File: config.mk
export PLATFORM = sky130hd
export DESIGN_NAME = periph_apb_bridge
export DESIGN_NICKNAME = d
export VERILOG_FILES = /design/src/rtl/periph_apb_bridge.sv
export SDC_FILE = /design/constraint.sdc
export NUM_CORES = 1
export LEC_CHECK = 0
export BUFFER_PORTS_ARGS = -buffer_cell sky130_fd_sc_hd__buf_4
export CORE_UTILIZATION = 42
export CTS_CLUSTER_SIZE = 28
export DETAILED_ROUTE_END_ITERATION = 10
export PLACE_DENSITY = 0.75
export SLEW_MARGIN = 30
export SYNTH_ARGS = -nofsm -noshare
export SYNTH_HDL_FRONTEND = slang
export SYNTH_SLANG_ARGS = --single-unit
File: constraint.sdc
create_clock -name clk -period 2.3 [get_ports clk]
set_clock_uncertainty 0.15 [all_clocks]
set_input_delay 0.23 -clock clk [delete_from_list [all_inputs] [get_ports clk]]
set_output_delay 0.23 -clock clk [all_outputs]
set_load 0.03 [all_outputs]
File: src/rtl/periph_apb_bridge.sv
// periph_apb_bridge: converts the upstream req/gnt/r_valid bus into APB
// SETUP/ACCESS transfers for addresses inside the APB window. Addresses
// outside the window get an error response, and APB slaves that stall
// for too long are aborted with an error.
//
// Upstream handshake: a request is accepted in any cycle where req_i and
// gnt_o are both high. gnt_o is only offered in IDLE, so at most one
// transaction is in flight. Exactly one r_valid_o pulse follows each
// accepted request, and r_rdata_o/r_err_o are meaningful only during
// that pulse.
module periph_apb_bridge #(
    parameter int unsigned           ADDR_WIDTH     = 32,
    parameter int unsigned           DATA_WIDTH     = 32,
    parameter logic [ADDR_WIDTH-1:0] APB_BASE       = 32'h1A10_0000,
    parameter logic [ADDR_WIDTH-1:0] APB_END        = 32'h1A11_7FFF,
    parameter int unsigned           TIMEOUT_CYCLES = 256
) (
    input  logic                  clk,
    input  logic                  rst_n,
    input  logic                  req_i,
    input  logic [ADDR_WIDTH-1:0] addr_i,
    input  logic                  we_i,
    input  logic [DATA_WIDTH-1:0] wdata_i,
    output logic                  gnt_o,
    output logic                  r_valid_o,
    output logic [DATA_WIDTH-1:0] r_rdata_o,
    output logic                  r_err_o,
    output logic [ADDR_WIDTH-1:0] paddr_o,
    output logic [DATA_WIDTH-1:0] pwdata_o,
    output logic                  pwrite_o,
    output logic                  psel_o,
    output logic                  penable_o,
    input  logic [DATA_WIDTH-1:0] prdata_i,
    input  logic                  pready_i,
    input  logic                  pslverr_i
);

    // The counter only needs to reach TIMEOUT_CYCLES-1; keep at least one
    // bit so a disabled timeout still yields a legal declaration.
    localparam int unsigned CNT_W     = (TIMEOUT_CYCLES > 0) ? $clog2(TIMEOUT_CYCLES + 1) : 1;
    localparam int unsigned TO_LAST_I = (TIMEOUT_CYCLES > 0) ? TIMEOUT_CYCLES - 1 : 0;
    localparam logic [CNT_W-1:0] TO_LAST  = TO_LAST_I[CNT_W-1:0];
    localparam logic [CNT_W-1:0] CNT_SAT  = {CNT_W{1'b1}};

    typedef enum logic [1:0] {
        S_IDLE   = 2'd0,
        S_SETUP  = 2'd1,
        S_ACCESS = 2'd2,
        S_RESP   = 2'd3
    } state_e;

    state_e                state_q;
    logic [CNT_W-1:0]      cnt_q;
    logic                  r_valid_q;
    logic [DATA_WIDTH-1:0] r_rdata_q;
    logic                  r_err_q;
    logic [ADDR_WIDTH-1:0] paddr_q;
    logic [DATA_WIDTH-1:0] pwdata_q;
    logic                  pwrite_q;
    logic                  psel_q;
    logic                  penable_q;

    logic addr_hit_d;
    logic to_fire_d;

    // Grant is combinational in IDLE; gating with rst_n keeps every output
    // low while reset is held.
    assign gnt_o = req_i & rst_n & (state_q == S_IDLE);

    // Window decode and timeout detection for the current cycle.
    always_comb begin
        addr_hit_d = (addr_i >= APB_BASE) && (addr_i <= APB_END);
        to_fire_d  = (TIMEOUT_CYCLES != 0) && (cnt_q == TO_LAST);
    end

    // Transaction FSM with all bus and response outputs registered.
    always_ff @(posedge clk or negedge rst_n) begin
        if (!rst_n) begin
            state_q   <= S_IDLE;
            cnt_q     <= '0;
            r_valid_q <= 1'b0;
            r_rdata_q <= '0;
            r_err_q   <= 1'b0;
            paddr_q   <= '0;
            pwdata_q  <= '0;
            pwrite_q  <= 1'b0;
            psel_q    <= 1'b0;
            penable_q <= 1'b0;
        end else begin
            r_valid_q <= 1'b0;
            case (state_q)
                S_IDLE: begin
                    if (gnt_o) begin
                        paddr_q   <= addr_i;
                        pwdata_q  <= wdata_i;
                        pwrite_q  <= we_i;
                        r_rdata_q <= '0;
                        if (addr_hit_d) begin
                            r_err_q <= 1'b0;
                            psel_q  <= 1'b1;
                            state_q <= S_SETUP;
                        end else begin
                            // Decode miss never touches the APB bus.
                            r_err_q   <= 1'b1;
                            r_valid_q <= 1'b1;
                            state_q   <= S_RESP;
                        end
                    end
                end
                S_SETUP: begin
                    penable_q <= 1'b1;
                    cnt_q     <= '0;
                    state_q   <= S_ACCESS;
                end
                S_ACCESS: begin
                    if (pready_i) begin
                        // A completing slave wins over a timeout in the same cycle.
                        psel_q    <= 1'b0;
                        penable_q <= 1'b0;
                        r_err_q   <= pslverr_i;
                        r_rdata_q <= (!pwrite_q && !pslverr_i) ? prdata_i : '0;
                        r_valid_q <= 1'b1;
                        state_q   <= S_RESP;
                    end else if (to_fire_d) begin
                        psel_q    <= 1'b0;
                        penable_q <= 1'b0;
                        r_err_q   <= 1'b1;
                        r_rdata_q <= '0;
                        r_valid_q <= 1'b1;
                        state_q   <= S_RESP;
                    end else if (cnt_q != CNT_SAT) begin
                        cnt_q <= cnt_q + 1'b1;
                    end
                end
                S_RESP: begin
                    state_q <= S_IDLE;
                end
                default: begin
                    state_q <= S_IDLE;
                end
            endcase
        end
    end

    assign r_valid_o = r_valid_q;
    assign r_rdata_o = r_rdata_q;
    assign r_err_o   = r_err_q;
    assign paddr_o   = paddr_q;
    assign pwdata_o  = pwdata_q;
    assign pwrite_o  = pwrite_q;
    assign psel_o    = psel_q;
    assign penable_o = penable_q;

endmodule
==> flow_summary.json, run 1 <==
{
  "initial_core_util_pct": 43.8,
  "fmax_mhz": 459,
  "hold_path.startpoint": "prdata_i[24]",
  "power_frac_comb_pct": 52.3,
  "num_vias": 3949,
  "critPathTopFamily": "simple AND/OR/NAND/NOR gates",
  "dieArea_sq_um": 11300,
  "clock_path_buffers": 2,
  "path_depth": 8,
  "cts_max_level": 3,
  "grt_max_degree": 51,
  "drc_errors": 0,
  "portBuffers": 203,
  "finalCritPeriodShare_pct": 94.7,
  "grt_pass1_wl_mm": 20.4,
  "timing.slew.headroom_pct": 56.4,
  "ant_nets": 0,
  "path_cells": "and4_1, and4_1, ha_4, nor3b_4, or3_4, buf_12, nand2_1, o21ai_0",
  "swShare_pct": 42.8,
  "cp.required_ns": 2.39,
  "p_int_mw": 5.11,
  "leakage_nw": 3.53,
  "place_congestion": 0.815,
  "ys_warn_count": 0,
  "drive_above_1_share_pct": 44.2,
  "io_pins": 204,
  "r2r_end": "r_rdata_o[13]",
  "min_path_cells": 3,
  "cp_common_cell": "and4_1",
  "grt-ovfl-total": 0,
  "ys_ff_latch": 112,
  "outcome": "completed",
  "fillers": 720,
  "cts_buffers": 9,
  "path_buf_inv": 1,
  "p_seq_share_pct": 35.4,
  "worstReg2RegStart": "cnt_q[3]",
  "multi_input_area_sq_um": 1640,
  "postSynthAreaPerCell_sq_um": 12.3,
  "netSwitchingPower_mw": 3.83,
  "cap_violations": 0,
  "regArea_sq_um": 2800,
  "start_kind": "register",
  "drt-initial-drc-count": 115,
  "r2r_slack_ns": 0.12,
  "hold_viol": 0,
  "fp.dieH_um": 106,
  "ir_drop_v": 0.000688,
  "synth_enable_flop_cells": 0,
  "drv_slew": 0,
  "clk_pin_slew_ns": 0.11,
  "grt_pass1_vias": 4210,
  "syn_inst": 370,
  "layout_commonest_cell": "buf_4",
  "worst_pin_slew_ns": 0.654,
  "whs_ns": 0.0303,
  "async_flop_share_pct": 100,
  "final_cell_mix": "buf_4 (209), dfrtp_1 (112), dlygate4sd3_1 (97), nand2_1 (73), mux2_2 (65)",
  "insertion_delay_ns": 0.36,
  "crit_type": "register to register",
  "synth_ff_type": "dfrtp_1",
  "cts_tree": "built",
  "firstDrtPassIters": 4,
  "synth.distinct_cells": 36,
  "antennaDiodeCount": 0,
  "min_to": "r_rdata_o[24]",
  "hold_path.class": "input pin to register",
  "vias_per_cell": 4.85,
  "setup_viol": 0,
  "cts.sinks": 112,
  "dp_hpwl_mm": 8.25,
  "synth_nets": 478,
  "post_cts.repair.setup_buffers": 0,
  "nets": 781,
  "avgRoutedWirePerCell_um": 15.7,
  "clockPowerShare_pct": 12.3,
  "core-area_sq_um": 10400,
  "yosys-top-cells-area": "dfrtp_1 (61%), mux2_2 (16%), nand2_1 (6.0%)",
  "rr_worst_depth": 8,
  "yosysSeqAreaShare_pct": 61.5,
  "worst_setup_path_end_kind": "register",
  "yosys.area.top_type_share_pct": 61.5,
  "arrival_ns": 2.27,
  "critPathMaxFanout": 40,
  "syn_area_sq_um": 4560,
  "yosys.area.top_type": "dfrtp_1",
  "power.density_nw_per_um2": 1200,
  "slowest_stage": "or3_4",
  "min_period_ns": 2.18,
  "antenna_found_initial": 0,
  "clockRootBuffer": "clkbuf_8",
  "finalPower_mw": 8.93,
  "grt_use_total_pct": 23.1,
  "area_growth_pct": 62.8,
  "drt_wl_total_mm": 12.8,
  "cpPeakStageDelay_ns": 0.42,
  "rows": 37,
  "die_w_um": 106
}
worst reg2reg max path: stages, from the launching register on:
cell and delay (ns):
dfrtp_1 0.41, and4_1 0.24, and4_1 0.27, ha_4 0.18, nor3b_4 0.06, or3_4 0.42
buf_12 0.18, nand2_1 0.08, o21ai_0 0.09
power by group through the flow:
stage               logic, mW  clock network [mW]  registers [mW]
floorplan                1.39                   0            4.58
global placement         4.42                   0            3.14
detailed placement       4.50                   0            3.18
CTS                      4.63                1.15            3.15
global route             4.93                1.22            3.26
finish                   4.67                1.10            3.16
sequential cells by signal, indices dropped and copies added, names as in the netlist:
signal,cells
paddr_o,32
pwdata_o,32
r_rdata_o,32
cnt_q,9
state_q,2
penable_o,1
psel_o,1
pwrite_o,1
r_err_o,1
r_valid_o,1
how the worst max path moves through the flow:
stage | from | endpoint | slack, ns
finish | cnt_q[3] | r_rdata_o[13] | 0.12
global route | cnt_q[3] | r_rdata_o[13] | -0.007
CTS | cnt_q[3] | r_rdata_o[3] | 0.06
detailed placement | cnt_q[3] | r_rdata_o[3] | 0.07
global placement | cnt_q[3] | r_rdata_o[2] | 0.17
floorplan | cnt_q[2] | cnt_q[7] | 0.13
cell type report:
cell class / instances / area share, %
clock buffer: 11 / 1.77
timing repair buffer: 310 / 35.2
inverter: 7 / 0.354
multi-input combinational: 233 / 22.0
sequential: 112 / 37.7
clock inverter: 5 / 0.640
tap: 136 / 2.29
logic make-up (layout without fill, tap and decap cells):
family,count (synthesis),count (layout),share of synthesized area (%)
xor gates and xnor gates,4,4,0.768
AOI/OAI and AO/OA,49,49,5.65
and+or+nand+nor,109,109,11.3
muxes,65,65,16.0
buffers and inverters,25,333,3.15
DFF,112,112,61.5
adders and majority gates,6,6,1.65
timing repair:
action / CTS / global route
endpoints found under the setup margin: 0 / 29
gates resized for setup: 0 / 5
hold endpoints to repair: 115 / 0
hold buffers: 97 / 0
metrics by stage:
| stage | instance area, sq um | setup TNS (ns) | instances | setup WS [ns] | utilization, % |
|---|---|---|---|---|---|
| 2_1_floorplan | 4560 | 0 | 370 | 0.127 | - |
| 3_3_place_gp | 6250 | 0 | 701 | 0.174 | 60.0 |
| 3_5_place_dp | 6250 | 0 | 701 | 0.0697 | 60.0 |
| 4_1_cts | 7400 | 0 | 814 | 0.0621 | 71.0 |
| 5_1_grt | 7420 | -0.0117 | 814 | -0.00652 | 71.3 |
| 6_report | 7420 | 0 | 814 | 0.123 | 71.3 |
per-layer routing:
layer	vias to the layer above	share of wire, %	GRT usage, %
li1	1866	-	-
met1	1921	40	27.0
met2	145	53	42.3
met3	17	5.6	3.86
met4	0	1.6	8.04
met5	-	0	0
cell usage after synthesis (2+ instances only):
library cell and n:
nand4_1 3, buf_6 5, dfrtp_1 112, o31ai_1 2, o21ai_1 10, and4_1 2, nand2_1 73, o21ai_0 33
ha_1 6, inv_1 6, nor2_1 7, nor3_1 2, xor2_1 4, buf_2 10, clkbuf_1 3, nand3_1 7
nand2b_1 2, mux2_2 65
(Power assumes the default switching activity.)
==> run 2: changes to the inputs <==
--- a/config.mk
+++ b/config.mk
@@ -6,6 +6,7 @@
 export NUM_CORES = 1
 export LEC_CHECK = 0
 export BUFFER_PORTS_ARGS = -buffer_cell sky130_fd_sc_hd__buf_4
+export CORE_MARGIN = 5
 export CORE_UTILIZATION = 42
 export CTS_CLUSTER_SIZE = 28
 export DETAILED_ROUTE_END_ITERATION = 10
==> run 2 against run 1 <==
Non-clock buffer count up 1. Worst hold slack improved by 0.036 ns. Largest cell class unchanged. First-iteration DRC count grew 100%. Clock power about the same. Flip-flop and latch count stayed put. Core utilization fell by 1.7 points. Highest routed layer unchanged. Die area rose by 16%. Sequential power about the same. Cell count is 0.61% higher. Routed wire length rose by 5.1%. Count of clock-buffer cells in the layout stayed put.
==> flow_summary.json, run 2 (same netlist as run 1, synthesis figures left out) <==
{
  "cp.required_ns": 2.40,
  "grt-ovfl-total": 0,
  "grt_pass1_vias": 4277,
  "r2r_end": "r_rdata_o[17]",
  "rows": 38,
  "grt_max_degree": 101,
  "die_w_um": 114,
  "crit_type": "register to register",
  "avgRoutedWirePerCell_um": 16.5,
  "drt-initial-drc-count": 231,
  "cts_max_level": 3,
  "place_congestion": 0.814,
  "outcome": "completed",
  "min_path_cells": 3,
  "dp.cells": 703,
  "vias_per_cell": 4.83,
  "nets": 782,
  "start_kind": "register",
  "drv_slew": 0,
  "initial_core_util_pct": 42.4,
  "final_cell_mix": "buf_4 (208), dfrtp_1 (112), dlygate4sd3_1 (98), nand2_1 (73), mux2_2 (65)",
  "min_to": "r_valid_o",
  "worst_setup_path_end_kind": "register",
  "cts.sinks": 112,
  "firstDrtPassIters": 4,
  "dieArea_sq_um": 13000,
  "worst_pin_slew_ns": 0.515,
  "insertion_delay_ns": 0.36,
  "hold_path.startpoint": "pready_i",
  "utilization_pct": 69.6,
  "core-area_sq_um": 10700,
  "dp_hpwl_mm": 8.39,
  "antenna_found_initial": 0,
  "num_vias": 3959,
  "clockRootBuffer": "clkbuf_8",
  "cts_tree": "built",
  "r2r_slack_ns": 0.09,
  "timing.slew.headroom_pct": 65.6,
  "drive_above_1_share_pct": 44.5,
  "antennaDiodeCount": 0,
  "layout_commonest_cell": "buf_4",
  "fp.dieH_um": 114,
  "drt_wl_total_mm": 13.5,
  "ir_drop_v": 0.000635,
  "leakage_nw": 3.55,
  "power.density_nw_per_um2": 1200,
  "ant_nets": 0,
  "worstReg2RegStart": "cnt_q[4]",
  "grt_pass1_wl_mm": 21.1,
  "hold_viol": 0,
  "fmax_mhz": 452,
  "setup_viol": 0,
  "cts_buffers": 9,
  "grt_use_total_pct": 20.5,
  "clock_path_buffers": 2,
  "portBuffers": 203,
  "cap_violations": 0,
  "clk_pin_slew_ns": 0.11,
  "critPathMaxFanout": 43,
  "io_pins": 204,
  "fin_cells": 819,
  "finalCritPeriodShare_pct": 96.3,
  "arrival_ns": 2.31,
  "hold_path.class": "input pin to register",
  "rr_worst_depth": 8,
  "area_growth_pct": 63.9,
  "drc_errors": 0,
  "min_period_ns": 2.21
}
## run 2: cell type report
| cell class | count | area, sq um |
|---|---|---|
| Multi-Input combinational cell | 233 | 1640 |
| Clock inverter | 5 | 50.0 |
| Timing Repair Buffer | 311 | 2640 |
| Clock buffer | 11 | 141 |
| Sequential cell | 112 | 2800 |
| Fill cell | 716 | 3270 |
| Tap cell | 140 | 175 |
| Inverter | 7 | 26.3 |
## run 2: worst max-delay path: stages, from the launching register on
cell and delay [ns]:
dfrtp_1 0.40, and4_4 0.24, and4_1 0.27, ha_4 0.19, nor3b_4 0.06, or3_4 0.42
buf_12 0.19, nand2_1 0.09, o21ai_0 0.10
## run 2: timing repair
item                                    in CTS  in global routing
endpoints found under the hold margin      208                  0
resized for setup                            0                  6
setup buffers                                0                  2
hold buffers                                98                  0
endpoints found under the setup margin       0                 34
## run 2: metrics by stage
stage / power [mW] / worst slack (ns) / TNS, ns / cell area, sq um / hold WS (ns)
after floorplan: 5.96 / 0.127 / 0 / 4560 / -0.216
after global placement: 7.59 / 0.155 / 0 / 6260 / -0.0399
after detailed placement: 7.71 / 0.0594 / 0 / 6260 / -0.0372
after CTS: 8.98 / 0.0607 / 0 / 7440 / 0.0434
after global routing: 9.45 / -0.00318 / -0.00318 / 7480 / 0.0942
final: 8.95 / 0.0860 / 0 / 7480 / 0.0661
## run 2: where the power goes
group / internal, mW / switching (mW)
sequential: 2.73 / 0.415
combinational: 1.97 / 2.71
clock: 0.446 / 0.684
## run 2: worst max path at each step
stage / endpoint / slack (ns) / startpoint / depth (start not counted)
after global placement: r_rdata_o[12] / 0.16 / cnt_q[3] / 8
final: r_rdata_o[17] / 0.09 / cnt_q[4] / 8
after floorplan: cnt_q[7] / 0.13 / cnt_q[2] / 7
after global routing: r_rdata_o[17] / -0.003 / cnt_q[4] / 8
after CTS: r_rdata_o[9] / 0.06 / cnt_q[3] / 7
after detailed placement: r_rdata_o[9] / 0.06 / cnt_q[3] / 7
## run 2: routing by layer
layer	global-route usage, %	vias to the layer above	share of wire (%)
met1	22.7	1869	39
met4	10.3	0	4.5
met2	35.9	163	50
li1	-	1879	-
met3	5.71	48	7.2
met5	0	-	0
